### src/rtl/bster_host_pkg.sv
// Shared FSM states, stream field layout constants and the timeout status code.
package bster_host_pkg;

  typedef logic [1:0] bster_state_t;

  localparam bster_state_t ST_IDLE     = 2'd0;
  localparam bster_state_t ST_SEND     = 2'd1;
  localparam bster_state_t ST_WAIT_CPL = 2'd2;
  localparam bster_state_t ST_RESP     = 2'd3;

  localparam int unsigned OP_W      = 8;
  localparam int unsigned STATUS_W  = 8;
  localparam int unsigned TOKEN_LSB = 0;

  localparam logic [STATUS_W-1:0] TIMEOUT_STATUS = 8'hFF;

endpackage

### src/rtl/bster_host_codec.sv
// Combinational packing of command beats and unpacking of completion beats.
module bster_host_codec
  import bster_host_pkg::*;
#(
  parameter int unsigned TOKEN_WIDTH   = 8,
  parameter int unsigned PAYLOAD_WIDTH = 32,
  parameter int unsigned AXI4S_WIDTH   = 128
) (
  input  logic [OP_W-1:0]          op,
  input  logic [TOKEN_WIDTH-1:0]   token,
  input  logic [PAYLOAD_WIDTH-1:0] payload,
  output logic [AXI4S_WIDTH-1:0]   cmd_data_c,
  input  logic [AXI4S_WIDTH-1:0]   cpl_data,
  output logic [STATUS_W-1:0]      cpl_status_c,
  output logic [TOKEN_WIDTH-1:0]   cpl_token_c,
  output logic [PAYLOAD_WIDTH-1:0] cpl_payload_c
);

  localparam int unsigned PAYLOAD_LSB = TOKEN_LSB + TOKEN_WIDTH;

  // Token at the bottom, payload above it, opcode/status in the top byte, zero fill.
  always_comb begin
    cmd_data_c = '0;
    cmd_data_c[TOKEN_LSB +: TOKEN_WIDTH]     = token;
    cmd_data_c[PAYLOAD_LSB +: PAYLOAD_WIDTH] = payload;
    cmd_data_c[AXI4S_WIDTH-1 -: OP_W]        = op;
  end

  assign cpl_token_c   = cpl_data[TOKEN_LSB +: TOKEN_WIDTH];
  assign cpl_payload_c = cpl_data[PAYLOAD_LSB +: PAYLOAD_WIDTH];
  assign cpl_status_c  = cpl_data[AXI4S_WIDTH-1 -: STATUS_W];

  // Fill bits between payload and status carry no information.
  logic unused_cpl_bits;
  assign unused_cpl_bits = ^cpl_data;

endmodule

### src/rtl/bster_host.sv
// Single-outstanding command host: request -> stream command -> completion -> response.
// Optional completion watchdog enabled by defining BSTER_HOST_TIMEOUT_EN.
module bster_host
  import bster_host_pkg::*;
#(
  parameter int unsigned TOKEN_WIDTH    = 8,
  parameter int unsigned PAYLOAD_WIDTH  = 32,
  parameter int unsigned AXI4S_WIDTH    = 128,
  parameter int unsigned TIMEOUT_CYCLES = 1024
) (
  input  logic                     aclk,
  input  logic                     rst,
  input  logic                     req_valid,
  output logic                     req_ready,
  input  logic [7:0]               req_op,
  input  logic [TOKEN_WIDTH-1:0]   req_token,
  input  logic [PAYLOAD_WIDTH-1:0] req_payload,
  output logic                     cmd_tvalid,
  input  logic                     cmd_tready,
  output logic [AXI4S_WIDTH-1:0]   cmd_tdata,
  input  logic                     cpl_tvalid,
  output logic                     cpl_tready,
  input  logic [AXI4S_WIDTH-1:0]   cpl_tdata,
  output logic                     rsp_valid,
  input  logic                     rsp_ready,
  output logic [7:0]               rsp_status,
  output logic [TOKEN_WIDTH-1:0]   rsp_token,
  output logic [PAYLOAD_WIDTH-1:0] rsp_payload,
  output logic                     rsp_timeout,
  output logic                     busy,
  output logic [31:0]              issued_cnt,
  output logic [31:0]              completed_cnt,
  output logic [15:0]              stray_cnt
);

  bster_state_t state_q, state_d;

  logic [AXI4S_WIDTH-1:0]   cmd_data_c;
  logic [STATUS_W-1:0]      cpl_status_c;
  logic [TOKEN_WIDTH-1:0]   cpl_token_c;
  logic [PAYLOAD_WIDTH-1:0] cpl_payload_c;
  logic [TOKEN_WIDTH-1:0]   req_token_q;
  logic [PAYLOAD_WIDTH-1:0] req_payload_q;

  logic req_hs_c, cmd_hs_c, cpl_hs_c, rsp_hs_c, timeout_c;

  bster_host_codec #(
    .TOKEN_WIDTH  (TOKEN_WIDTH),
    .PAYLOAD_WIDTH(PAYLOAD_WIDTH),
    .AXI4S_WIDTH  (AXI4S_WIDTH)
  ) u_codec (
    .op           (req_op),
    .token        (req_token),
    .payload      (req_payload),
    .cmd_data_c   (cmd_data_c),
    .cpl_data     (cpl_tdata),
    .cpl_status_c (cpl_status_c),
    .cpl_token_c  (cpl_token_c),
    .cpl_payload_c(cpl_payload_c)
  );

  assign req_hs_c = req_valid  & req_ready;
  assign cmd_hs_c = cmd_tvalid & cmd_tready;
  assign cpl_hs_c = cpl_tvalid & cpl_tready;
  assign rsp_hs_c = rsp_valid  & rsp_ready;

`ifdef BSTER_HOST_TIMEOUT_EN
  localparam int unsigned TMR_W = $clog2(TIMEOUT_CYCLES) + 1;
  logic [TMR_W-1:0] wdog_q;

  // Counts cycles spent in WAIT_CPL; restarts on every entry.
  always_ff @(posedge aclk) begin
    if (rst || state_q != ST_WAIT_CPL) wdog_q <= '0;
    else                               wdog_q <= wdog_q + TMR_W'(1);
  end

  assign timeout_c = (state_q == ST_WAIT_CPL) && (wdog_q == TMR_W'(TIMEOUT_CYCLES - 1));
`else
  assign timeout_c = 1'b0;
  logic unused_timeout_cfg;
  assign unused_timeout_cfg = (TIMEOUT_CYCLES != 0);
`endif

  always_ff @(posedge aclk) begin
    if (rst) state_q <= ST_IDLE;
    else     state_q <= state_d;
  end

  // A completion in the expiry cycle takes priority over the watchdog.
  always_comb begin
    state_d = state_q;
    case (state_q)
      ST_IDLE:     if (req_hs_c)              state_d = ST_SEND;
      ST_SEND:     if (cmd_hs_c)              state_d = ST_WAIT_CPL;
      ST_WAIT_CPL: if (cpl_hs_c || timeout_c) state_d = ST_RESP;
      ST_RESP:     if (rsp_hs_c)              state_d = ST_IDLE;
      default:                                state_d = ST_IDLE;
    endcase
  end

  // Handshake outputs follow the next state so they are valid from the first cycle of each state.
  always_ff @(posedge aclk) begin
    if (rst) begin
      req_ready     <= 1'b0;
      cpl_tready    <= 1'b0;
      cmd_tvalid    <= 1'b0;
      rsp_valid     <= 1'b0;
      busy          <= 1'b0;
      cmd_tdata     <= '0;
      req_token_q   <= '0;
      req_payload_q <= '0;
      rsp_status    <= '0;
      rsp_token     <= '0;
      rsp_payload   <= '0;
      rsp_timeout   <= 1'b0;
      issued_cnt    <= '0;
      completed_cnt <= '0;
      stray_cnt     <= '0;
    end else begin
      req_ready  <= (state_d == ST_IDLE);
      cpl_tready <= (state_d == ST_IDLE) || (state_d == ST_WAIT_CPL);
      cmd_tvalid <= (state_d == ST_SEND);
      rsp_valid  <= (state_d == ST_RESP);
      busy       <= (state_d != ST_IDLE);

      if (req_hs_c) begin
        cmd_tdata     <= cmd_data_c;
        req_token_q   <= req_token;
        req_payload_q <= req_payload;
      end

      if (cmd_hs_c) issued_cnt <= issued_cnt + 32'd1;

      if (cpl_hs_c && state_q == ST_IDLE) stray_cnt <= stray_cnt + 16'd1;

      if (cpl_hs_c && state_q == ST_WAIT_CPL) begin
        completed_cnt <= completed_cnt + 32'd1;
        rsp_status    <= cpl_status_c;
        rsp_token     <= cpl_token_c;
        rsp_payload   <= cpl_payload_c;
        rsp_timeout   <= 1'b0;
      end else if (timeout_c) begin
        rsp_status    <= TIMEOUT_STATUS;
        rsp_token     <= req_token_q;
        rsp_payload   <= req_payload_q;
        rsp_timeout   <= 1'b1;
      end
    end
  end

endmodule

### config.mk
export PLATFORM = sky130hd
export DESIGN_NAME = bster_host
export DESIGN_NICKNAME = d
export VERILOG_FILES = /design/src/rtl/bster_host_pkg.sv /design/src/rtl/bster_host_codec.sv /design/src/rtl/bster_host.sv
export SDC_FILE = /design/constraint.sdc
export NUM_CORES = 1
export LEC_CHECK = 0
export BUFFER_PORTS_ARGS = -buffer_cell sky130_fd_sc_hd__buf_2
export CAP_MARGIN = 20
export CORE_AREA = 2 2 172 174
export CTS_CLUSTER_DIAMETER = 150
export CTS_CLUSTER_SIZE = 25
export DETAILED_ROUTE_END_ITERATION = 10
export DIE_AREA = 0 0 174 176
export HOLD_SLACK_MARGIN = 0.06
export MAX_ROUTING_LAYER = met4
export PLACE_DENSITY_LB_ADDON = 0.05
export SLEW_MARGIN = 5
export SYNTH_ARGS = -nofsm -noshare
export SYNTH_HDL_FRONTEND = slang
export SYNTH_SLANG_ARGS = --single-unit
### constraint.sdc
create_clock -name aclk -period 3.84 [get_ports aclk]
set_clock_uncertainty 0.1 [all_clocks]
set_input_delay 0.768 -clock aclk [delete_from_list [all_inputs] [get_ports aclk]]
set_output_delay 0.768 -clock aclk [all_outputs]
set_load 0.01 [all_outputs]
==> results of run 1 <==
## cell usage in the layout (no fill, tap or decap), types with 7 or more instances in the layout
| cell | instances |
|---|---|
| a21oi_1 | 134 |
| and4_1 | 9 |
| buf_2 | 281 |
| buf_4 | 7 |
| clkbuf_16 | 17 |
| conb_1 | 81 |
| dfxtp_1 | 183 |
| inv_1 | 13 |
| mux2_2 | 15 |
| nand2_1 | 225 |
| nand3_1 | 22 |
| nand4_1 | 20 |
| nor2_1 | 51 |
| nor2b_1 | 12 |
| nor3_1 | 12 |
| nor4_1 | 11 |
| o21ai_0 | 20 |
| o31ai_1 | 15 |
| or3_1 | 17 |
| or4_1 | 15 |
| xnor2_1 | 12 |
| xor2_1 | 15 |
## through the flow
stage          power [mW]  setup slack [ns]  util (%)  instances  instance area, um^2
6_report             4.02              1.25      34.7       1620                 9910
5_1_grt              4.21              1.11      34.7       1620                 9910
4_1_cts              4.10              1.25      34.7       1618                 9910
3_5_place_dp         2.27             0.908      32.6       1586                 9310
3_3_place_gp         2.27             0.895      32.6       1586                 9310
2_1_floorplan        2.20              1.49         -       1046                 8180
## worst max path at each step
stage	startpoint	to	slack (ns)	cells past startpoint
finish	issued_cnt[0]$_SDFFE_PP0P_	issued_cnt[30]$_SDFFE_PP0P_	1.25	5
global route	issued_cnt[0]$_SDFFE_PP0P_	issued_cnt[20]$_SDFFE_PP0P_	1.11	5
CTS	issued_cnt[0]$_SDFFE_PP0P_	issued_cnt[30]$_SDFFE_PP0P_	1.25	5
detailed placement	cmd_tready	issued_cnt[30]$_SDFFE_PP0P_	0.91	5
global placement	cmd_tready	issued_cnt[26]$_SDFFE_PP0P_	0.90	5
floorplan	cmd_tready	issued_cnt[20]$_SDFFE_PP0P_	1.49	5
## cell type report
| class | instances | area share, % |
|---|---|---|
| antenna | 2 | 0.0505 |
| clock buffer | 18 | 4.43 |
| multi-input combinational | 717 | 36.8 |
| clock inverter | 14 | 1.54 |
| sequential | 183 | 37.0 |
| timing repair buffer | 289 | 14.8 |
| tap | 384 | 4.85 |
| inverter | 13 | 0.492 |
## layer usage
| layer | part of all wire [%] | up-vias | GRT usage, % |
|---|---|---|---|
| met4 | 1.5 | 0 | 4.34 |
| met3 | 6.6 | 18 | 4.46 |
| met5 | 0 | - | - |
| met1 | 44 | 3323 | 18.5 |
| met2 | 48 | 225 | 24.6 |
| li1 | - | 3631 | - |
## registers in the layout, summed over array words and instances (netlist names)
register and cells:
cmd_tdata 48, rsp_valid 1, busy 1, rsp_token 8, req_ready 1, rsp_status 8, cpl_tready 1, cmd_tvalid 1
completed_cnt 32, rsp_payload 32, stray_cnt 16, issued_cnt 32, state_q 2
## worst max-delay path, stage by stage, from the launching register on
cell,delay [ns]
dfxtp_1,0.44
ha_1,0.18
nand3_1,0.22
or4_1,0.84
or4_1,0.60
a21oi_1,0.15
## power by group through the flow
| stage | combinational (mW) | sequential [mW] | clock (mW) |
|---|---|---|---|
| finish | 0.265 | 1.95 | 1.80 |
| global route | 0.296 | 1.96 | 1.95 |
| CTS | 0.270 | 1.95 | 1.88 |
| detailed placement | 0.270 | 2.00 | 0 |
| global placement | 0.268 | 2.00 | 0 |
| floorplan | 0.192 | 2.01 | 0 |
## cell families after synthesis
family          Yosys count  synth area share, %
mux                      16                 2.43
compound gates          173                 11.6
xor+xnor                 27                 3.00
fa+ha+maj                 3                0.477
flops                   183                 46.5
buf+inv                 146                 11.0
other cells               1               0.0476
simple gates            417                 24.9
==> metrics, run 1 <==
Worst-Skew Late Latency 0.43 ns; Tot GR Track Use ~15%; multi-input combinational cell area 3650 um^2; # DRC 0; crit path capture type flip-flop; WP data arrival 2.84 ns; most common cell in the netlist nand2_1; Post-synth EDFFs 0; fraction of synthesis flops using an asynchronous set or reset pin 0%; synth cell count leaders nand2_1, dfxtp_1, a21oi_1, buf_4, nor2_1; pin count of the biggest net entering global routing 98; First DRT Iteration DRCs 294; total iterations of the first detailed-routing run 5; minimum clock period 2.59 ns; vias in the first global route 6435; CTS Buf Count 17; hold path startpoint rsp_payload[0]$_SDFFE_PP0P_; Psw between 1 and 1.5 mW; CTS Sinks 183; Starting Density roughly 28%; Total Wirelength approximately 24 mm; worst setup path class reg -> reg; DR vias 7197; max-cap violations 0; mapped cell area 7880 um^2; I/O pin count between 400 and 500; Comb pwr share 6.6%; Reg2Reg Setup Slack 1.25 ns; fraction of layout cells with a size suffix above 1 28.1%; final hold vios 0; internal power 2.97 mW; PostCTS Resize Cnt 0; top-area cell type share of the netlist area 46.5%; Synth Area per Inst 8.15 um^2; PortBufs 282; Root Driver clkbuf_16; top post-synthesis cells by area dfxtp_1, nand2_1, a21oi_1; worst IR drop on VDD around 0.24 mV; initial antenna violation count 2; FP Rows 62; worst hold path class reg -> reg; Synth Warn # 0; Die Area 30600 um^2; cells after synthesis 966; CTS max path bufs 2; Reg2Reg Depth 5; R2R Path End issued_cnt[30]$_SDFFE_PP0P_; Synth Flop Type dfxtp_1; worst reg2reg startpoint issued_cnt[0]$_SDFFE_PP0P_; fillcell total 3143; CTS tree yes; Via density ~4.4; tightest hold margin 0.351 ns; Hold Crit Endpoint rsp_payload[0]$_SDFFE_PP0P_; Pins Over Slew Limit 0; #FFs+latches synth 183; highest clock rate 0.387 GHz; Net Sw Frac 26.2%; grt ovf 0; final net count 1406; clock power share 44.9%; Slew @ Worst Pin 1.02 ns; register area share after synthesis 46.5%; register area 3660 um^2; hold path depth 2; DP HPWL 16.6 mm; Sequential Power Share 48.6%; Hold-fix buffers, CTS 0; first-pass GRT wire length approximately 36 mm; Yosys top cell by area dfxtp_1; Critical Path RT 4.10 ns; Post CTS Setup Buffer Count 0; Critical Path Fanout Max 18; Area Growth Syn to Fin 25.9%; Die Wd 174 um; clock slew at reported path FFs 0.07 ns; CP Launch Type flip-flop; pwr dens 406 nW/um^2; Leakage Power 4.24 nW; Post-DRT Antenna Nets 0; run status completed; fin crit share 67.3%; Relative slew margins roughly 32%; post-synth cell types 45; H-Tree Depth 4; setup_tns 0 ns; GP Congestion approximately 0.75; final setup fails 0; unrepaired setup endpoints after global routing false; Die Ht 176 um; core box area 28500 um^2; WL/cell 14.6 um
Note: power is estimated with default switching activity, not from simulation.
==> inputs of run 2 (changes only) <==
==> constraint.sdc (replaced) <==
create_clock -name aclk -period 2.2 [get_ports aclk]
set_clock_uncertainty 0.1 [all_clocks]
set_input_delay 0.44 -clock aclk [delete_from_list [all_inputs] [get_ports aclk]]
set_output_delay 0.44 -clock aclk [all_outputs]
set_load 0.01 [all_outputs]
==> run 2 against run 1 <==
Largest power group unchanged; sequential power increased by 74%; largest cell class unchanged; total power is 75% higher; worst setup slack lost 1.1 ns; clock-buffer cell count unchanged; via count increased by 1.1%.
==> metrics, run 2 (synthesis gave the netlist of run 1 again) <==
total iterations of the first detailed-routing run 4 (-1); Hold-fix buffers, CTS 0 (unchanged); Starting Density 27.6% (unchanged); Leakage Power 4.47 nW (+5.4%); WL/cell 14.3 um (-2.2%); multi-input combinational cell area 3660 um^2 (+0.17%); post-route insts no fill 1659 (+2.4%); most frequent cells in the layout buf_2, nand2_1, dfxtp_1; worst hold path class in -> reg; PortBufs 282 (unchanged); Critical Path RT 2.46 ns (-1.64 ns); max reg flops 48 (unchanged); final setup fails 0 (unchanged); grt ovf 0 (unchanged); Via density 4.39 (-1.3%); max-cap violations 0 (unchanged); met1 GRT Util 18.8% (+0.30 points); worst setup path class reg -> reg; worst IR drop on VDD 0.418 mV (+75%); CTS Sinks 183 (unchanged); I/O pin count 444 (unchanged); DR vias 7278 (+1.1%); Slew @ Worst Pin 0.548 ns (-0.469 ns); register area 3670 um^2 (about the same); commonest non-fill, non-tap cell in the layout buf_2; global route hottest layer met2; worst slack, placed 0.0117 ns (-0.896 ns); Reg2Reg Depth 6 (+1); Reg with most FFs cmd_tdata; Post CTS Setup Buffer Count 0 (unchanged); hold path depth 3 (+1); # DRC 0 (unchanged); DP Cell Count 1626 (+2.5%); minimum clock period 2.09 ns (-0.500 ns); WP data arrival 2.34 ns (-0.50 ns); unrepaired setup endpoints after global routing false; fraction of layout cells with a size suffix above 1 30.6% (+2.5 points); clock slew at reported path FFs 0.08 ns (about the same); run status completed; CP max stage delay 0.51 ns (-0.33 ns); Die Ht 176 um (unchanged); DP HPWL 17.1 mm (+2.6%); Reg2Reg Setup Slack 0.11 ns (-1.14 ns); met2 GRT Util 24.5% (-0.10 points); crit path capture type flip-flop; Relative slew margins 63.5% (+31 points); Root Driver clkbuf_16; Area Growth Syn to Fin 30.7%; Pins Over Slew Limit 0 (unchanged); final worst slack 0.115 ns (-1.14 ns); post-layout util 36.0% (+1.3 points); hold path startpoint cpl_tdata[7]; pin count of the biggest net entering global routing 68 (-31%); setup_tns 0 ns (unchanged); pwr dens 684 nW/um^2 (+68%); final net count 1446 (+2.8%); First DRT Iteration DRCs 303 (+3.1%); FP Rows 62 (unchanged); worst reg2reg startpoint issued_cnt[0]$_SDFFE_PP0P_; first-pass GRT wire length 36.5 mm (+0.99%); CP Launch Type flip-flop; Total Wirelength 23.6 mm (+0.12%); met3 GRT Util 4.57% (+0.11 points); crit path from issued_cnt[0]$_SDFFE_PP0P_; Critical Path Fanout Max 18 (unchanged); CTS max path bufs 2 (unchanged); CP most frequent cell or4_1; final hold vios 0 (unchanged); Die Area 30600 um^2 (unchanged); fillcell total 3118 (-0.80%); Die Wd 174 um (unchanged); Tot GR Track Use 15.3% (+0.061 points); PostCTS Resize Cnt 0 (unchanged); core box area 28500 um^2 (unchanged); Worst-Skew Late Latency 0.43 ns (about the same); CP Cell Sequence ha_1, nand3_1, or4_1, buf_4, or4_1, a21oi_1; initial antenna violation count 1 (-1); H-Tree Depth 4 (unchanged); GP Congestion 0.746 (-0.24%); Hold Crit Endpoint rsp_token[7]$_SDFFE_PP0P_; CTS tree yes; highest clock rate 0.480 GHz (+24%); Critical-path top delay cell or4_1; Post-DRT Antenna Nets 0 (unchanged); CTS Buf Count 17 (unchanged); fin crit share 94.8% (+27 points); vias in the first global route 6526 (+1.4%); R2R Path End issued_cnt[30]$_SDFFE_PP0P_
==> run 2: changes by cell type in the layout (fill, tap and decap cells not counted) <==
cell,before,now
nor4_1,11,10
inv_8,6,4
clkinv_4,1,2
dfxtp_2,0,2
clkinv_2,1,0
buf_4,7,41
nor4_2,0,1
inv_6,3,5
buf_12,0,6
dfxtp_1,183,181
diode_2,2,1
==> run 2: report_power, final <==
part	total [mW]	switching, mW	internal (mW)
registers	3.40	0.0321	3.37
logic	0.497	0.312	0.185
clock network	3.14	1.49	1.65
total	7.04	1.83	5.20
==> run 2: stage by stage <==
stage / hold WS [ns] / power (mW) / cell area, um^2
after floorplan: 0.381 / 3.85 / 8180
after global placement: 0.339 / 3.98 / 9690
after detailed placement: 0.344 / 3.98 / 9690
after CTS: 0.107 / 7.19 / 10300
after global routing: 0.119 / 7.39 / 10300
final: 0.137 / 7.04 / 10300
==> run 2: critical path: cells and delay by family, from the launching register on <==
kind                       cells  cell delay (ns)
buffers and inverters          1             0.21
DFF                            1             0.34
AOI/OAI and AO/OA              1             0.15
and+or+nand+nor                3             1.07
adders and majority gates      1             0.15
==> run 2: worst max-delay path by stage <==
| stage | to | cells past startpoint |
|---|---|---|
| CTS | issued_cnt[31]$_SDFFE_PP0P_ | 5 |
| floorplan | issued_cnt[20]$_SDFFE_PP0P_ | 6 |
| global route | issued_cnt[29]$_SDFFE_PP0P_ | 5 |
| global placement | issued_cnt[20]$_SDFFE_PP0P_ | 6 |
| detailed placement | issued_cnt[20]$_SDFFE_PP0P_ | 6 |
| finish | issued_cnt[30]$_SDFFE_PP0P_ | 6 |
==> run 2: layout make-up <==
cell class / instances / area share [%]
antenna: 1 / 0.0243
clock buffer: 18 / 4.27
clock inverter: 14 / 1.47
inverter: 13 / 0.474
multi-input combinational: 717 / 35.5
sequential: 183 / 35.6
tap: 384 / 4.67
timing repair buffer: 329 / 17.9
==> run 2: per-layer routing <==
| metal | share of wire, % | up-vias |
|---|---|---|
| met2 | 48 | 226 |
| met3 | 6.9 | 16 |
| met1 | 44 | 3326 |
| li1 | - | 3710 |
| met5 | 0 | - |
| met4 | 1.2 | 0 |
==> inputs of run 3 (changes only) <==
--- a/config.mk
+++ b/config.mk
@@ -7,11 +7,11 @@
 export LEC_CHECK = 0
 export BUFFER_PORTS_ARGS = -buffer_cell sky130_fd_sc_hd__buf_2
 export CAP_MARGIN = 20
-export CORE_AREA = 2 2 172 174
+export CORE_AREA = 3 3 173 175
 export CTS_CLUSTER_DIAMETER = 150
 export CTS_CLUSTER_SIZE = 25
 export DETAILED_ROUTE_END_ITERATION = 10
-export DIE_AREA = 0 0 174 176
+export DIE_AREA = 0 0 176 178
 export HOLD_SLACK_MARGIN = 0.06
 export MAX_ROUTING_LAYER = met4
 export PLACE_DENSITY_LB_ADDON = 0.05
==> run 3 against run 2 <==
Combinational power up 0.8%; die area rose by 2.3%; sequential cell count is the same; clock-buffer cell count down 1; critical path depth shrank 1; worst hold slack worse by 0.011 ns; critical endpoint is now issued_cnt[27]$_SDFFE_PP0P_; first-iteration DRC count is 5.9% higher; largest cell class unchanged; fmax is 0.75% higher; largest power group unchanged; worst setup slack better by 0.016 ns; sequential power is essentially flat.
==> metrics, run 3 (synthesis gave the netlist of run 1 again) <==
run status completed; CTS Sinks 183 (unchanged); fillcell total 3118 (unchanged); # DRC 0 (unchanged); pwr dens 672 nW/um^2 (-1.7%); CTS tree yes; unrepaired setup endpoints after global routing false; WL/cell 14.5 um (+1.6%); Root Driver clkbuf_16; core box area 28600 um^2 (+0.27%); Reg2Reg Depth 5 (-1); CP Cell Sequence nand4_1, or4_4, buf_4, or4_1, a21oi_1; max-cap violations 0 (unchanged); CP bufs+invs 1 (unchanged); Critical Path Fanout Max 8 (-10); fraction of layout cells with a size suffix above 1 31.2% (+0.62 points); Critical-path top delay cell or4_4; Tot GR Track Use 15.1% (-0.22 points); clock slew at reported path FFs 0.09 ns (about the same); pin count of the biggest net entering global routing 52 (-24%); H-Tree Depth 4 (unchanged); worst reg2reg startpoint issued_cnt[21]$_SDFFE_PP0P_; Post CTS Setup Buffer Count 0 (unchanged); DP HPWL 17.8 mm (+4.3%); worst setup path class reg -> reg; Critical Path RT 2.46 ns (about the same); Die Ht 178 um (+1.1%); initial antenna violation count 2 (+1); setup_tns 0 ns (unchanged); Area after DPL 9750 um^2 (+0.65%); CP Launch Type flip-flop; grt ovf 0 (unchanged); most frequent cells in the layout buf_2, nand2_1, dfxtp_1; commonest non-fill, non-tap cell in the layout buf_2; hold path depth 3 (unchanged); worst hold path class in -> reg; final hold vios 0 (unchanged); total iterations of the first detailed-routing run 4 (unchanged); highest clock rate 0.483 GHz (+0.75%); minimum clock period 2.07 ns (-0.0156 ns); FP Rows 62 (unchanged); Reg with most FFs cmd_tdata; CP max stage delay 0.56 ns (+0.05 ns); multi-input combinational cell area 3660 um^2 (+0.21%); Slew @ Worst Pin 0.604 ns (+0.0560 ns); vias in the first global route 6547 (+0.32%); first-pass GRT wire length 36.5 mm (about the same); Hold Crit Endpoint rsp_payload[30]$_SDFFE_PP0P_; Reg2Reg Setup Slack 0.13 ns (+0.02 ns); Via density 4.33 (-1.3%); final setup fails 0 (unchanged); R2R Path End issued_cnt[27]$_SDFFE_PP0P_; PortBufs 282 (unchanged); final net count 1456 (+0.69%); CTS Buf Count 17 (unchanged); WP data arrival 2.33 ns (about the same); hold path startpoint cpl_tdata[38]; Total Wirelength 24.2 mm (+2.4%); post-route design area 10400 um^2 (+0.66%); total power 6.96 mW (-1.1%); Relative slew margins 59.7% (-3.7 points); I/O pin count 444 (unchanged); Post-DRT Antenna Nets 0 (unchanged); worst IR drop on VDD 0.413 mV (-1.2%); crit path capture type flip-flop; First DRT Iteration DRCs 321 (+5.9%); Area Growth Syn to Fin 31.5%; Leakage Power 4.51 nW (+1.0%); max reg flops 48 (unchanged); Starting Density 27.5% (-0.075 points); Die Wd 176 um (+1.1%); GP Congestion 0.743 (-0.43%); kind of cell adding the most delay to the critical path simple AND/OR/NAND/NOR gates; CTS max path bufs 2 (unchanged); Pins Over Slew Limit 0 (unchanged); DR vias 7235 (-0.59%); register area 3660 um^2 (about the same); Die Area 31300 um^2 (+2.3%); Worst-Skew Late Latency 0.43 ns (about the same); fin crit share 94.1% (-0.71 points)
## run 3: cell count changes in the layout (fill, tap and decap cells not counted), sizes merged
cell and delta:
bufinv -1, diode +2, clkinvlp -1, buf +10
clkbuf -1, inv -1, clkinv +4
## run 3: routing by layer
layer | global-route usage (%) | vias to the layer above | share of wire, %
li1 | - | 3729 | -
met1 | 18.5 | 3283 | 44
met2 | 23.9 | 208 | 48
met3 | 4.77 | 15 | 6.8
met4 | 4.35 | 0 | 1.2
met5 | - | - | 0
## run 3: how the worst max path moves through the flow
| stage | start | to | cells after the start |
|---|---|---|---|
| floorplan | issued_cnt[0]$_SDFFE_PP0P_ | issued_cnt[20]$_SDFFE_PP0P_ | 6 |
| global placement | cpl_tvalid | completed_cnt[3]$_SDFFE_PP0P_ | 6 |
| detailed placement | cpl_tvalid | completed_cnt[3]$_SDFFE_PP0P_ | 6 |
| CTS | issued_cnt[19]$_SDFFE_PP0P_ | issued_cnt[27]$_SDFFE_PP0P_ | 5 |
| global route | issued_cnt[21]$_SDFFE_PP0P_ | issued_cnt[27]$_SDFFE_PP0P_ | 5 |
| finish | issued_cnt[21]$_SDFFE_PP0P_ | issued_cnt[27]$_SDFFE_PP0P_ | 5 |
## run 3: where the power goes
group | switching [mW] | total [mW] | internal (mW)
registers | 0.0317 | 3.40 | 3.37
logic | 0.314 | 0.501 | 0.187
clock network | 1.53 | 3.06 | 1.53
## run 3: worst register-to-register path: stages (launching register included)
cell and delay, ns:
dfxtp_1 0.34, nand4_1 0.19, or4_4 0.56, buf_4 0.18
or4_1 0.49, a21oi_1 0.15
## run 3: area by class of cell
cell class                 count  share of cell area [%]
clock buffer                  17                    4.11
inverter                      13                   0.471
tap                          384                    4.64
sequential                   183                    35.4
clock inverter                15                    1.53
multi-input combinational    717                    35.4
antenna                        3                  0.0725
timing repair buffer         339                    18.4
## run 3: per-stage QoR
stage          setup WS, ns  std cells  utilization (%)  hold WS [ns]
4_1_cts              0.0507       1668             36.1         0.107
3_5_place_dp         0.0384       1636             34.1         0.343
5_1_grt             0.00517       1670             36.2         0.113
2_1_floorplan        0.0310       1046                -         0.381
6_report              0.130       1671             36.2         0.127
3_3_place_gp         0.0426       1636             34.1         0.340
## run 3: repair_timing
action                                  in CTS  in global routing
hold buffers                                 0                  0
gates resized for setup                      0                  4
endpoints found under the setup margin       0                  7
